<file path="src/rtl/seg_pkg.sv">
// Shared definitions for the 7-segment scan decoder: glyph codes, slot indices,
// FSM state encoding and the shift-add decimal accumulate helper.
package seg_pkg;

    localparam logic [6:0] GLYPH_0     = 7'b0000001;
    localparam logic [6:0] GLYPH_1     = 7'b1001111;
    localparam logic [6:0] GLYPH_2     = 7'b0010010;
    localparam logic [6:0] GLYPH_3     = 7'b0000110;
    localparam logic [6:0] GLYPH_4     = 7'b1001100;
    localparam logic [6:0] GLYPH_5     = 7'b0100100;
    localparam logic [6:0] GLYPH_6     = 7'b0100000;
    localparam logic [6:0] GLYPH_7     = 7'b0001111;
    localparam logic [6:0] GLYPH_8     = 7'b0000000;
    localparam logic [6:0] GLYPH_9     = 7'b0000100;
    localparam logic [6:0] GLYPH_BLANK = 7'b1111111;
    localparam logic [6:0] GLYPH_MINUS = 7'b1111110;

    localparam logic [1:0] SLOT_UNITS    = 2'd0;
    localparam logic [1:0] SLOT_TENS     = 2'd1;
    localparam logic [1:0] SLOT_HUNDREDS = 2'd2;
    localparam logic [1:0] SLOT_SIGN     = 2'd3;

    typedef enum logic [2:0] {
        ST_COLLECT = 3'd0,
        ST_CONV_H  = 3'd1,
        ST_CONV_T  = 3'd2,
        ST_CONV_U  = 3'd3,
        ST_EMIT    = 3'd4
    } state_t;

    // acc*10 + d without a multiplier: (acc<<3) + (acc<<1)
    function automatic logic [9:0] mul10_add(input logic [9:0] acc, input logic [3:0] d);
        return (acc << 3) + (acc << 1) + {6'd0, d};
    endfunction

endpackage

</file>
<file path="src/rtl/seg_scan_decoder_if.sv">
// Bus between a multiplexed 7-segment driver (master) and the scan decoder (slave).
interface seg_scan_decoder_if;
    logic [6:0]  SEG;
    logic [3:0]  AN;
    logic [8:0]  VALUE;
    logic [11:0] DIGITS;
    logic        SIGN;
    logic        VALID;
    logic        ERR;
    logic        TMO;

    modport master (
        output SEG, AN,
        input  VALUE, DIGITS, SIGN, VALID, ERR, TMO
    );

    modport slave (
        input  SEG, AN,
        output VALUE, DIGITS, SIGN, VALID, ERR, TMO
    );
endinterface

</file>
<file path="src/rtl/seg_glyph_decode.sv">
// Combinational active-low 7-segment glyph to BCD digit decoder; flags any
// pattern that is not one of the ten digit glyphs.
module seg_glyph_decode
    import seg_pkg::*;
(
    input  logic [6:0] seg,
    output logic       bad,
    output logic [3:0] digit
);

    always_comb begin
        bad   = 1'b0;
        digit = 4'd0;
        case (seg)
            GLYPH_0: digit = 4'd0;
            GLYPH_1: digit = 4'd1;
            GLYPH_2: digit = 4'd2;
            GLYPH_3: digit = 4'd3;
            GLYPH_4: digit = 4'd4;
            GLYPH_5: digit = 4'd5;
            GLYPH_6: digit = 4'd6;
            GLYPH_7: digit = 4'd7;
            GLYPH_8: digit = 4'd8;
            GLYPH_9: digit = 4'd9;
            default: bad = 1'b1;
        endcase
    end

endmodule

</file>
<file path="src/rtl/seg_scan_decoder.sv">
// Recovers the signed value shown on a multiplexed 4-digit 7-segment display by
// sampling SEG/AN, capturing each settled slot and converting a full frame.
module seg_scan_decoder
    import seg_pkg::*;
#(
    parameter int SETTLE_CYC  = 16,
    parameter int TIMEOUT_CYC = 200000
) (
    input  logic              CLK,
    input  logic              RSTn,
    seg_scan_decoder_if.slave bus
);

    localparam int SETTLE_W = $clog2(SETTLE_CYC);
    localparam int TMO_W    = $clog2(TIMEOUT_CYC);
    localparam logic [SETTLE_W-1:0] SETTLE_MAX = SETTLE_W'(SETTLE_CYC - 1);
    localparam logic [TMO_W-1:0]    TMO_MAX    = TMO_W'(TIMEOUT_CYC - 1);

    logic [6:0]          seg_s1_q, seg_s2_q, seg_prev_q;
    logic [3:0]          an_s1_q, an_s2_q, an_prev_q;
    logic [SETTLE_W-1:0] settle_d, settle_q;
    logic                armed_d, armed_q;
    logic [3:0]          mask_d, mask_q;
    logic [2:0][3:0]     slot_digit_d, slot_digit_q;
    logic                slot_minus_d, slot_minus_q;
    logic [3:0]          slot_bad_d, slot_bad_q;
    logic [2:0][3:0]     snap_digit_d, snap_digit_q;
    logic                snap_minus_d, snap_minus_q;
    logic [3:0]          snap_bad_d, snap_bad_q;
    logic [TMO_W-1:0]    tmo_cnt_d, tmo_cnt_q;
    logic                tmo_d, tmo_q;

    state_t      state_q;
    logic [9:0]  acc_q;
    logic [8:0]  value_q;
    logic [11:0] digits_q;
    logic        sign_q, valid_q, err_q;

    logic       changed, an_changed, one_low, capture, frame_full, tmo_fire;
    logic [1:0] slot_idx;
    logic       dec_bad;
    logic [3:0] dec_digit;
    logic [9:0] mag_final;
    logic       emit_err;

    seg_glyph_decode u_glyph (
        .seg   (seg_s2_q),
        .bad   (dec_bad),
        .digit (dec_digit)
    );

    assign changed    = (an_s2_q != an_prev_q) || (seg_s2_q != seg_prev_q);
    assign an_changed = (an_s2_q != an_prev_q);

    always_comb begin
        one_low  = 1'b1;
        slot_idx = SLOT_UNITS;
        case (an_s2_q)
            4'b1110: slot_idx = SLOT_UNITS;
            4'b1101: slot_idx = SLOT_TENS;
            4'b1011: slot_idx = SLOT_HUNDREDS;
            4'b0111: slot_idx = SLOT_SIGN;
            default: one_low  = 1'b0;
        endcase
    end

    // armed blocks repeat captures during a long dwell until AN moves on
    always_comb begin
        settle_d = settle_q;
        armed_d  = armed_q;
        capture  = 1'b0;
        if (changed)
            settle_d = '0;
        else if (settle_q != SETTLE_MAX)
            settle_d = settle_q + 1'b1;
        if (an_changed)
            armed_d = 1'b1;
        if (!changed && settle_d == SETTLE_MAX && armed_q && one_low) begin
            capture = 1'b1;
            armed_d = 1'b0;
        end
    end

    assign frame_full = (state_q == ST_COLLECT) && (mask_q == 4'hF);
    assign tmo_fire   = (state_q == ST_COLLECT) && !capture && !frame_full &&
                        (mask_q != 4'h0) && (tmo_cnt_q == TMO_MAX);
    assign tmo_d      = tmo_fire;

    always_comb begin
        slot_digit_d = slot_digit_q;
        slot_minus_d = slot_minus_q;
        slot_bad_d   = slot_bad_q;
        snap_digit_d = snap_digit_q;
        snap_minus_d = snap_minus_q;
        snap_bad_d   = snap_bad_q;
        mask_d       = mask_q;
        tmo_cnt_d    = tmo_cnt_q;

        if (frame_full) begin
            snap_digit_d = slot_digit_q;
            snap_minus_d = slot_minus_q;
            snap_bad_d   = slot_bad_q;
        end
        if (frame_full || tmo_fire)
            mask_d = 4'h0;

        if (capture) begin
            mask_d[slot_idx] = 1'b1;
            case (slot_idx)
                SLOT_UNITS: begin
                    slot_digit_d[0] = dec_digit;
                    slot_bad_d[0]   = dec_bad;
                end
                SLOT_TENS: begin
                    slot_digit_d[1] = dec_digit;
                    slot_bad_d[1]   = dec_bad;
                end
                SLOT_HUNDREDS: begin
                    slot_digit_d[2] = dec_digit;
                    slot_bad_d[2]   = dec_bad;
                end
                default: begin
                    slot_minus_d  = (seg_s2_q == GLYPH_MINUS);
                    slot_bad_d[3] = !((seg_s2_q == GLYPH_MINUS) || (seg_s2_q == GLYPH_BLANK));
                end
            endcase
        end

        if (capture || mask_q == 4'h0 || tmo_fire)
            tmo_cnt_d = '0;
        else if (state_q == ST_COLLECT && tmo_cnt_q != TMO_MAX)
            tmo_cnt_d = tmo_cnt_q + 1'b1;
    end

    always_ff @(posedge CLK or negedge RSTn) begin
        if (!RSTn) begin
            seg_s1_q     <= '1;
            seg_s2_q     <= '1;
            seg_prev_q   <= '1;
            an_s1_q      <= '1;
            an_s2_q      <= '1;
            an_prev_q    <= '1;
            settle_q     <= '0;
            armed_q      <= 1'b1;
            mask_q       <= 4'h0;
            slot_digit_q <= '0;
            slot_minus_q <= 1'b0;
            slot_bad_q   <= 4'h0;
            snap_digit_q <= '0;
            snap_minus_q <= 1'b0;
            snap_bad_q   <= 4'h0;
            tmo_cnt_q    <= '0;
            tmo_q        <= 1'b0;
        end else begin
            seg_s1_q     <= bus.SEG;
            seg_s2_q     <= seg_s1_q;
            seg_prev_q   <= seg_s2_q;
            an_s1_q      <= bus.AN;
            an_s2_q      <= an_s1_q;
            an_prev_q    <= an_s2_q;
            settle_q     <= settle_d;
            armed_q      <= armed_d;
            mask_q       <= mask_d;
            slot_digit_q <= slot_digit_d;
            slot_minus_q <= slot_minus_d;
            slot_bad_q   <= slot_bad_d;
            snap_digit_q <= snap_digit_d;
            snap_minus_q <= snap_minus_d;
            snap_bad_q   <= snap_bad_d;
            tmo_cnt_q    <= tmo_cnt_d;
            tmo_q        <= tmo_d;
        end
    end

    assign mag_final = mul10_add(acc_q, snap_digit_q[0]);
    assign emit_err  = (|snap_bad_q) ||
                       (snap_minus_q ? (mag_final > 10'd256) : (mag_final > 10'd255));

    // Outputs are written in CONV_U so they are visible during the EMIT cycle
    always_ff @(posedge CLK or negedge RSTn) begin
        if (!RSTn) begin
            state_q  <= ST_COLLECT;
            acc_q    <= '0;
            value_q  <= '0;
            digits_q <= '0;
            sign_q   <= 1'b0;
            valid_q  <= 1'b0;
            err_q    <= 1'b0;
        end else begin
            valid_q <= 1'b0;
            err_q   <= 1'b0;
            case (state_q)
                ST_COLLECT: begin
                    if (frame_full) begin
                        acc_q   <= '0;
                        state_q <= ST_CONV_H;
                    end
                end
                ST_CONV_H: begin
                    acc_q   <= mul10_add(acc_q, snap_digit_q[2]);
                    state_q <= ST_CONV_T;
                end
                ST_CONV_T: begin
                    acc_q   <= mul10_add(acc_q, snap_digit_q[1]);
                    state_q <= ST_CONV_U;
                end
                ST_CONV_U: begin
                    acc_q   <= mag_final;
                    valid_q <= 1'b1;
                    err_q   <= emit_err;
                    if (!emit_err) begin
                        value_q  <= snap_minus_q ? (~mag_final[8:0] + 9'd1) : mag_final[8:0];
                        digits_q <= snap_digit_q;
                        sign_q   <= snap_minus_q;
                    end
                    state_q <= ST_EMIT;
                end
                default: state_q <= ST_COLLECT;
            endcase
        end
    end

    assign bus.VALUE  = value_q;
    assign bus.DIGITS = digits_q;
    assign bus.SIGN   = sign_q;
    assign bus.VALID  = valid_q;
    assign bus.ERR    = err_q;
    assign bus.TMO    = tmo_q;

endmodule

</file>
<file path="src/flat_wrapper.sv">
// flat-port wrapper written by rule: the top's interface ports become plain ports
module seg_scan_decoder_flat import seg_pkg::*;
#(
    parameter int SETTLE_CYC  = 16,
    parameter int TIMEOUT_CYC = 200000
)
  (CLK, RSTn, bus_SEG, bus_AN, bus_VALUE, bus_DIGITS, bus_SIGN, bus_VALID, bus_ERR, bus_TMO);
  seg_scan_decoder_if bus_i ();
  input  logic CLK;
  input  logic RSTn;
  input wire logic [$bits(bus_i.SEG)-1:0] bus_SEG;
  input wire logic [$bits(bus_i.AN)-1:0] bus_AN;
  output wire logic [$bits(bus_i.VALUE)-1:0] bus_VALUE;
  output wire logic [$bits(bus_i.DIGITS)-1:0] bus_DIGITS;
  output wire logic [$bits(bus_i.SIGN)-1:0] bus_SIGN;
  output wire logic [$bits(bus_i.VALID)-1:0] bus_VALID;
  output wire logic [$bits(bus_i.ERR)-1:0] bus_ERR;
  output wire logic [$bits(bus_i.TMO)-1:0] bus_TMO;
  assign bus_i.SEG = bus_SEG;
  assign bus_i.AN = bus_AN;
  assign bus_VALUE = bus_i.VALUE;
  assign bus_DIGITS = bus_i.DIGITS;
  assign bus_SIGN = bus_i.SIGN;
  assign bus_VALID = bus_i.VALID;
  assign bus_ERR = bus_i.ERR;
  assign bus_TMO = bus_i.TMO;
  seg_scan_decoder #(.SETTLE_CYC(SETTLE_CYC), .TIMEOUT_CYC(TIMEOUT_CYC)) u_core (.CLK(CLK), .RSTn(RSTn), .bus(bus_i));
endmodule
</file>
<file path="config.mk">
export PLATFORM = sky130hd
export DESIGN_NAME = seg_scan_decoder_flat
export DESIGN_NICKNAME = d
export VERILOG_FILES = /design/src/rtl/seg_pkg.sv /design/src/rtl/seg_scan_decoder_if.sv /design/src/rtl/seg_glyph_decode.sv /design/src/rtl/seg_scan_decoder.sv /design/src/flat_wrapper.sv
export SDC_FILE = /design/constraint.sdc
export NUM_CORES = 1
export LEC_CHECK = 0
export BUFFER_PORTS_ARGS = -buffer_cell sky130_fd_sc_hd__buf_2
export CORE_ASPECT_RATIO = 0.7
export CORE_UTILIZATION = 45
export DETAILED_ROUTE_END_ITERATION = 16
export MAX_ROUTING_LAYER = met4
export PLACE_DENSITY = 0.76
export SYNTH_ARGS = -nofsm -noshare
export SYNTH_HDL_FRONTEND = slang
export SYNTH_SLANG_ARGS = --single-unit
</file>
<file path="constraint.sdc">
create_clock -name CLK -period 3.2 [get_ports CLK]
set_clock_uncertainty 0.1 [all_clocks]
set_input_delay 0.32 -clock CLK [delete_from_list [all_inputs] [get_ports CLK]]
set_output_delay 0.32 -clock CLK [all_outputs]
set_load 0.02 [all_outputs]
</file>
==> results_dict.tcl, run 1 <==
set metrics [dict create \
    run_status "finished clean" \
    clock_tree.root_cell "clkbuf_16" \
    totalWireLength_um 13100 \
    cap_violations 0 \
    netSwitchingPower_mw 0.796 \
    syn_area_per_cell_um2 11.8 \
    final-max-slew-violation-count 0 \
    io-pin-count 38 \
    cp_data_arrival_time_ns 3.29 \
    hold_viol 0 \
    via_per_inst 5.38 \
    fmaxAchievable_mhz 324 \
    synth_enable_flop_cells 0 \
    worst_setup_path_start_kind "flop" \
    inserted_diodes 0 \
    first_pass_grt_wire_length_um 22000 \
    synth_top_area_share_pct 37.8 \
    area_delta_synth_final_pct 20.3 \
    tritoncts.num_buffers 17 \
    ys_seq_area_share_pct 51.8 \
    syn_nets 572 \
    drc_errors 0 \
    cts_tree "done" \
    chipWidth_um 144 \
    netlist_top_cells_count "dfrtp_1 (96), nor2_1 (48), xnor2_1 (37)" \
    clkTransAtPathRegs_ns 0.06 \
    flip_flop_and_latch_count_after_synthesis 130 \
    die_area_um2 14600 \
    grtUsageTotal_pct 20.6 \
    most_repeated_library_cell_on_the_critical_path "a211o_2" \
    post_synth_instance_area_um2 6360 \
    ir_drop_mv 0.368 \
    max_slew_margin_pct 54.3 \
    critPathRequiredTime_ns 3.40 \
    r2r.worst_path.cells 9 \
    switching_share_pct 21.2 \
    cellInternalPower_mw 2.95 \
    layout_worst_path_cycle_share_pct 96.5 \
    final_layout_size_suffix_gt1_share_pct 33.3 \
    gp_routability_congestion 0.910 \
    cts.sinks 130 \
    wl_per_cell_um 16.2 \
    synth_async_sr_flop_share_pct 100 \
    syn-instance-count 541 \
    timing.critical_path.max_delay_family "simple AND/OR/NAND/NOR gates" \
    antenna_violating_nets_post_route 0 \
    firstDrtPassIters 5 \
    crit_path_top_delay_cell "dfrtp_2" \
    multi_input_combinational_cell_area_um2 2910 \
    vias_in_the_first_global_route 4337 \
    die_height_um 101 \
    synth.largest_area_cell "dfrtp_1" \
    final_count_of_negative_setup_slack_endpoints 0 \
    overflow 0 \
    critPathCaptureType "flop" \
    worstSetupPathType "reg2reg" \
    yosys-top-cells-area "dfrtp_1 (38%), dfstp_2 (14%), mux2_2 (5.3%)" \
    fraction_of_power_consumed_by_combinational_cells_pct 2.2 \
    timing.critical_path.buf_inv 1 \
    antenna_found_initial 0 \
    instance_count_on_the_critical_path 9 \
    pre_cts_slack_ns 0.0102 \
    crit_path_max_fanout 20 \
    power_frac_seq_pct 45.5 \
    synth.most_common_cell "dfrtp_1" \
    worst_path_largest_cell_delay_ns 0.43 \
    fin_crit_ns 3.09 \
    yosys_warnings 0 \
    dominant_synthesized_flop_cell "dfrtp_1" \
    cts_max_path_buffers 2 \
    synth.distinct_cells 72 \
    rows 35 \
    final_nets 643 \
    clock_tree.htree_level_count 4 \
    worstSkewPairLatency_ns 0.42 \
    n_fill_cell 1132 \
    max_slew.worst_pin.slew_ns 0.685 \
    grt_start_max_net_pins 54 \
    pwr_density_cell_nw_per_um2 490 \
    initial_standard_cell_utilization_of_the_core_pct 47.2 \
    dp_hpwl_um 9180 \
    holdPathStages 0 \
    leakage_nw 3.56 \
    area.sequential_um2 3300 \
    timing.critical_path.cells "ha_1 -> a211o_2 -> and2_2 -> nor4_4 -> nand4b_1 -> xnor2_2 -> a211o_2 -> buf_12 -> mux2_4" \
    vias 4356 \
    io_buffer_count 37 \
    drtIter0Drc 286 \
    total_power_mw 3.75 \
    core_um2 13500 \
    power_frac_clock_pct 52.3 \
    timing.hold.worst.class "reg2reg" \
    setup_ws_ns 0.111 \
]
-- layout by cell type, fill, tap and decap left out, drive strengths merged, types with 15 or more instances in the layout --
cell type	synthesis	routed
dfstp	34	34
ha	15	15
xnor2	39	39
nor2	48	48
xor2	16	16
buf	12	62
nor3	15	15
clkbuf	10	23
inv	24	28
nand2	33	33
dfrtp	96	96
o21ai	15	15
a21oi	16	16
mux2	55	55
nand3	18	18
-- stage by stage --
stage | cell area [um^2] | utilization [%] | setup TNS, ns | std cells | hold slack, ns
6_report | 7650 | 56.7 | 0 | 810 | 0.255
5_1_grt | 7650 | 56.7 | -0.156 | 810 | 0.258
3_5_place_dp | 6840 | 50.7 | 0 | 762 | 0.247
2_1_floorplan | 6360 | - | 0 | 541 | -0.0756
4_1_cts | 7580 | 56.2 | 0 | 806 | 0.254
3_3_place_gp | 6840 | 50.7 | 0 | 762 | 0.246
-- kinds of logic after synthesis --
group	Yosys count	synth area share (%)
simple gates	167	14.1
flops	130	51.8
compound gates	67	7.51
mux	58	11.4
xor+xnor	55	8.10
buf+inv	46	3.19
fa+ha+maj	18	3.89
-- worst paths after layout --
kind / slack (ns) / end / from
min in group asynchronous: 0.41 / u_core.bus.DIGITS[8]$_DFFE_PN0P_ / RSTn
worst min-delay path: 0.25 / u_core.seg_s2_q[0]$_DFF_PN1_ / u_core.seg_s1_q[0]$_DFF_PN1_
worst min register to register: 0.25 / u_core.seg_s2_q[0]$_DFF_PN1_ / u_core.seg_s1_q[0]$_DFF_PN1_
worst max register to register: 0.11 / u_core.bus.DIGITS[9]$_DFFE_PN0P_ / u_core.acc_q[1]$_DFFE_PN0P_
max in group asynchronous: 1.68 / u_core.an_prev_q[3]$_DFF_PN1_ / RSTn
worst max-delay path: 0.11 / u_core.bus.DIGITS[9]$_DFFE_PN0P_ / u_core.acc_q[1]$_DFFE_PN0P_
-- layer usage --
metal | vias up | track usage (%) | routed length, um
met2 | 125 | 29.9 | 5740
li1 | 2043 | - | -
met5 | - | - | 0
met3 | 17 | 4.96 | 761
met4 | 0 | 7.53 | 195
met1 | 2171 | 28.0 | 6430
-- state kept, by name, indices dropped and copies added (netlist names), 7 cells and up --
register and count:
u_core.tmo_cnt_q 18, u_core.bus.DIGITS 12, u_core.slot_digit_q 12, u_core.snap_digit_q 12, u_core.acc_q 9, u_core.bus.VALUE 8, u_core.seg_prev_q 7, u_core.seg_s1_q 7
u_core.seg_s2_q 7
-- area by class of cell --
type | instances | area share, %
Clock buffer | 23 | 6.82
Clock inverter | 9 | 1.14
Multi-Input combinational cell | 365 | 38.1
Sequential cell | 130 | 43.1
Tap cell | 185 | 3.03
Inverter | 24 | 1.18
Timing Repair Buffer | 74 | 6.69
-- power groups by stage --
stage | clock (mW) | sequential (mW) | combinational, mW
finish | 1.96 | 1.71 | 0.0819
global route | 2.07 | 1.71 | 0.0947
CTS | 1.99 | 1.71 | 0.0838
detailed placement | 0 | 1.73 | 0.0720
global placement | 0 | 1.73 | 0.0693
floorplan | 0 | 1.72 | 0.0356
-- what timing repair did --
action | CTS | global route
hold endpoints to repair | 61 | 0
gates resized for setup | 1 | 10
hold buffers | 12 | 0
setup buffers | 0 | 4
setup endpoints to repair | 1 | 20
pin swaps | 0 | 11
(Power assumes the default switching activity.)
==> inputs of run 2 (changes only) <==
- CORE_MARGIN: not set -> 2
==> results_dict.tcl, run 2 (synthesis results as in run 1) <==
set metrics [dict create \
    run_status "finished clean" \
    critPathRequiredTime_ns 3.39 \
    timing.hold.worst.class "reg2reg" \
    ir_drop_mv 0.377 \
    largest_reg_flops 18 \
    switching_share_pct 21.6 \
    layout_worst_path_cycle_share_pct 98.9 \
    cp_data_arrival_time_ns 3.36 \
    inserted_diodes 0 \
    whs_ns 0.253 \
    final_layout_size_suffix_gt1_share_pct 34.2 \
    rows 36 \
    layout_commonest_cell "dfrtp_1" \
    drc_errors 0 \
    totalWireLength_um 13100 \
    drtIter0Drc 226 \
    core_um2 13900 \
    io_buffer_count 37 \
    cts_max_path_buffers 2 \
    worstSetupPathType "reg2reg" \
    final_count_of_negative_setup_slack_endpoints 0 \
    die_height_um 103 \
    hold_viol 0 \
    firstDrtPassIters 4 \
    worst_path_largest_cell_delay_ns 0.43 \
    worstSkewPairLatency_ns 0.42 \
    timing.critical_path.cells "ha_2 -> inv_2 -> fa_2 -> nand2b_4 -> a21oi_2 -> xnor2_2 -> buf_4 -> xnor2_4 -> nand4_1 -> a211o_4 -> buf_4 -> mux2_4" \
    grt_start_max_net_pins 74 \
    overflow 0 \
    dpl.cell_count 771 \
    first_pass_grt_wire_length_um 21700 \
    most_used_cells_in_the_layout_excluding_fill_and_tap_cells "dfrtp_1 (96), nor2_1 (47), buf_2 (36), xnor2_1 (35), dfstp_2 (34)" \
    pwr_density_cell_nw_per_um2 474 \
    io-pin-count 38 \
    leakage_nw 3.59 \
    clock_tree.htree_level_count 4 \
    crit_path_max_fanout 5 \
    final_core_utilization_pct 55.9 \
    grt_setup_unrepaired "yes" \
    worst_setup_path_start_kind "flop" \
    clock_tree.root_cell "clkbuf_16" \
    r2r.worst_path.cells 12 \
    cellInternalPower_mw 2.88 \
    clkTransAtPathRegs_ns 0.06 \
    top_register "u_core.tmo_cnt_q" \
    cap_violations 0 \
    grtUsageTotal_pct 19.2 \
    power_frac_clock_pct 51.3 \
    chipWidth_um 146 \
    most_repeated_library_cell_on_the_critical_path "buf_4" \
    cts_tree "done" \
    dp_hpwl_um 9040 \
    final_nets 649 \
    crit_path_top_delay_cell "a211o_4" \
    netSwitchingPower_mw 0.795 \
    critPathCaptureType "flop" \
    vias_in_the_first_global_route 4408 \
    finalNonFillerCells 821 \
    cts.sinks 130 \
    gp_routability_congestion 0.894 \
    antenna_violating_nets_post_route 0 \
    area_delta_synth_final_pct 21.9 \
    setup-tns-final_ns 0 \
    power_frac_seq_pct 46.5 \
    fin_crit_ns 3.17 \
    antenna_found_initial 0 \
    wl_per_cell_um 16.0 \
    max_slew.worst_pin.slew_ns 0.943 \
    initial_standard_cell_utilization_of_the_core_pct 45.9 \
    final-max-slew-violation-count 0 \
    die_area_um2 15100 \
    tritoncts.num_buffers 17 \
    via_per_inst 5.23 \
    fmaxAchievable_mhz 316 \
    vias 4290 \
    holdPathStages 0 \
    max_slew_margin_pct 37.1 \
    fraction_of_power_consumed_by_combinational_cells_pct 2.2 \
]
-- run 2: path summary, 6_finish.rpt --
| check | from | end | slack, ns |
|---|---|---|---|
| min in group asynchronous | RSTn | u_core.slot_digit_q[9]$_DFFE_PN0P_ | 0.48 |
| max in group asynchronous | RSTn | u_core.an_s1_q[1]$_DFF_PN1_ | 1.70 |
| worst min register to register | u_core.seg_s1_q[2]$_DFF_PN1_ | u_core.seg_s2_q[2]$_DFF_PN1_ | 0.25 |
| worst max-delay path | u_core.acc_q[2]$_DFFE_PN0P_ | u_core.bus.VALUE[7]$_DFFE_PN0P_ | 0.03 |
| worst max register to register | u_core.acc_q[2]$_DFFE_PN0P_ | u_core.bus.VALUE[7]$_DFFE_PN0P_ | 0.03 |
| worst min-delay path | u_core.seg_s1_q[2]$_DFF_PN1_ | u_core.seg_s2_q[2]$_DFF_PN1_ | 0.25 |
-- run 2: metrics by stage --
step	area, um^2	worst slack (ns)	power, mW
after floorplan	6360	0.101	1.76
after global placement	6890	0.0254	1.80
after detailed placement	6890	-0.0220	1.81
after CTS	7630	0.00701	3.72
after global routing	7760	-0.102	3.81
final	7760	0.0343	3.68
-- run 2: repair_timing --
item                                    4_1_cts  5_1_grt
hold buffers                                 12        0
gates resized for setup                       3       14
setup buffers                                 2        3
pin swaps                                     2       11
endpoints found under the setup margin       20       21
cloned                                        0        1
endpoints found under the hold margin        57        0
-- run 2: per-layer routing --
layer,share of wire [%],vias up,wire [um],track usage (%)
li1,-,2055,-,-
met1,48,2130,6320,25.1
met2,47,97,6110,30.0
met3,4.6,8,603,5.13
met4,0.50,0,66,5.15
met5,0,-,0,-
-- run 2: power by group through the flow --
stage                     Sequential, mW  Clock, mW  Combinational (mW)
after floorplan                     1.72          0              0.0356
after global placement              1.73          0              0.0699
after detailed placement            1.73          0              0.0736
after CTS                           1.71       1.92              0.0854
after global routing                1.71       2.01              0.0940
final                               1.71       1.89              0.0826
-- run 2: layout make-up --
| cell class | count | area, um^2 |
|---|---|---|
| clock inverter | 11 | 101 |
| timing repair buffer | 80 | 583 |
| tap | 190 | 238 |
| sequential | 130 | 3300 |
| inverter | 24 | 90.1 |
| fill | 1152 | 6120 |
| multi-input combinational | 365 | 2970 |
| clock buffer | 21 | 483 |
-- run 2: critical path, delay by kind of cell, from the launching register on --
kind	cells	cell delay, ns
AO/OA/AOI/OAI	2	0.62
adder cells (fa/ha/maj)	2	0.61
flip-flops	1	0.38
AND/OR/NAND/NOR	2	0.34
XOR/XNOR	2	0.29
multiplexers	1	0.30
buffers and inverters	3	0.41
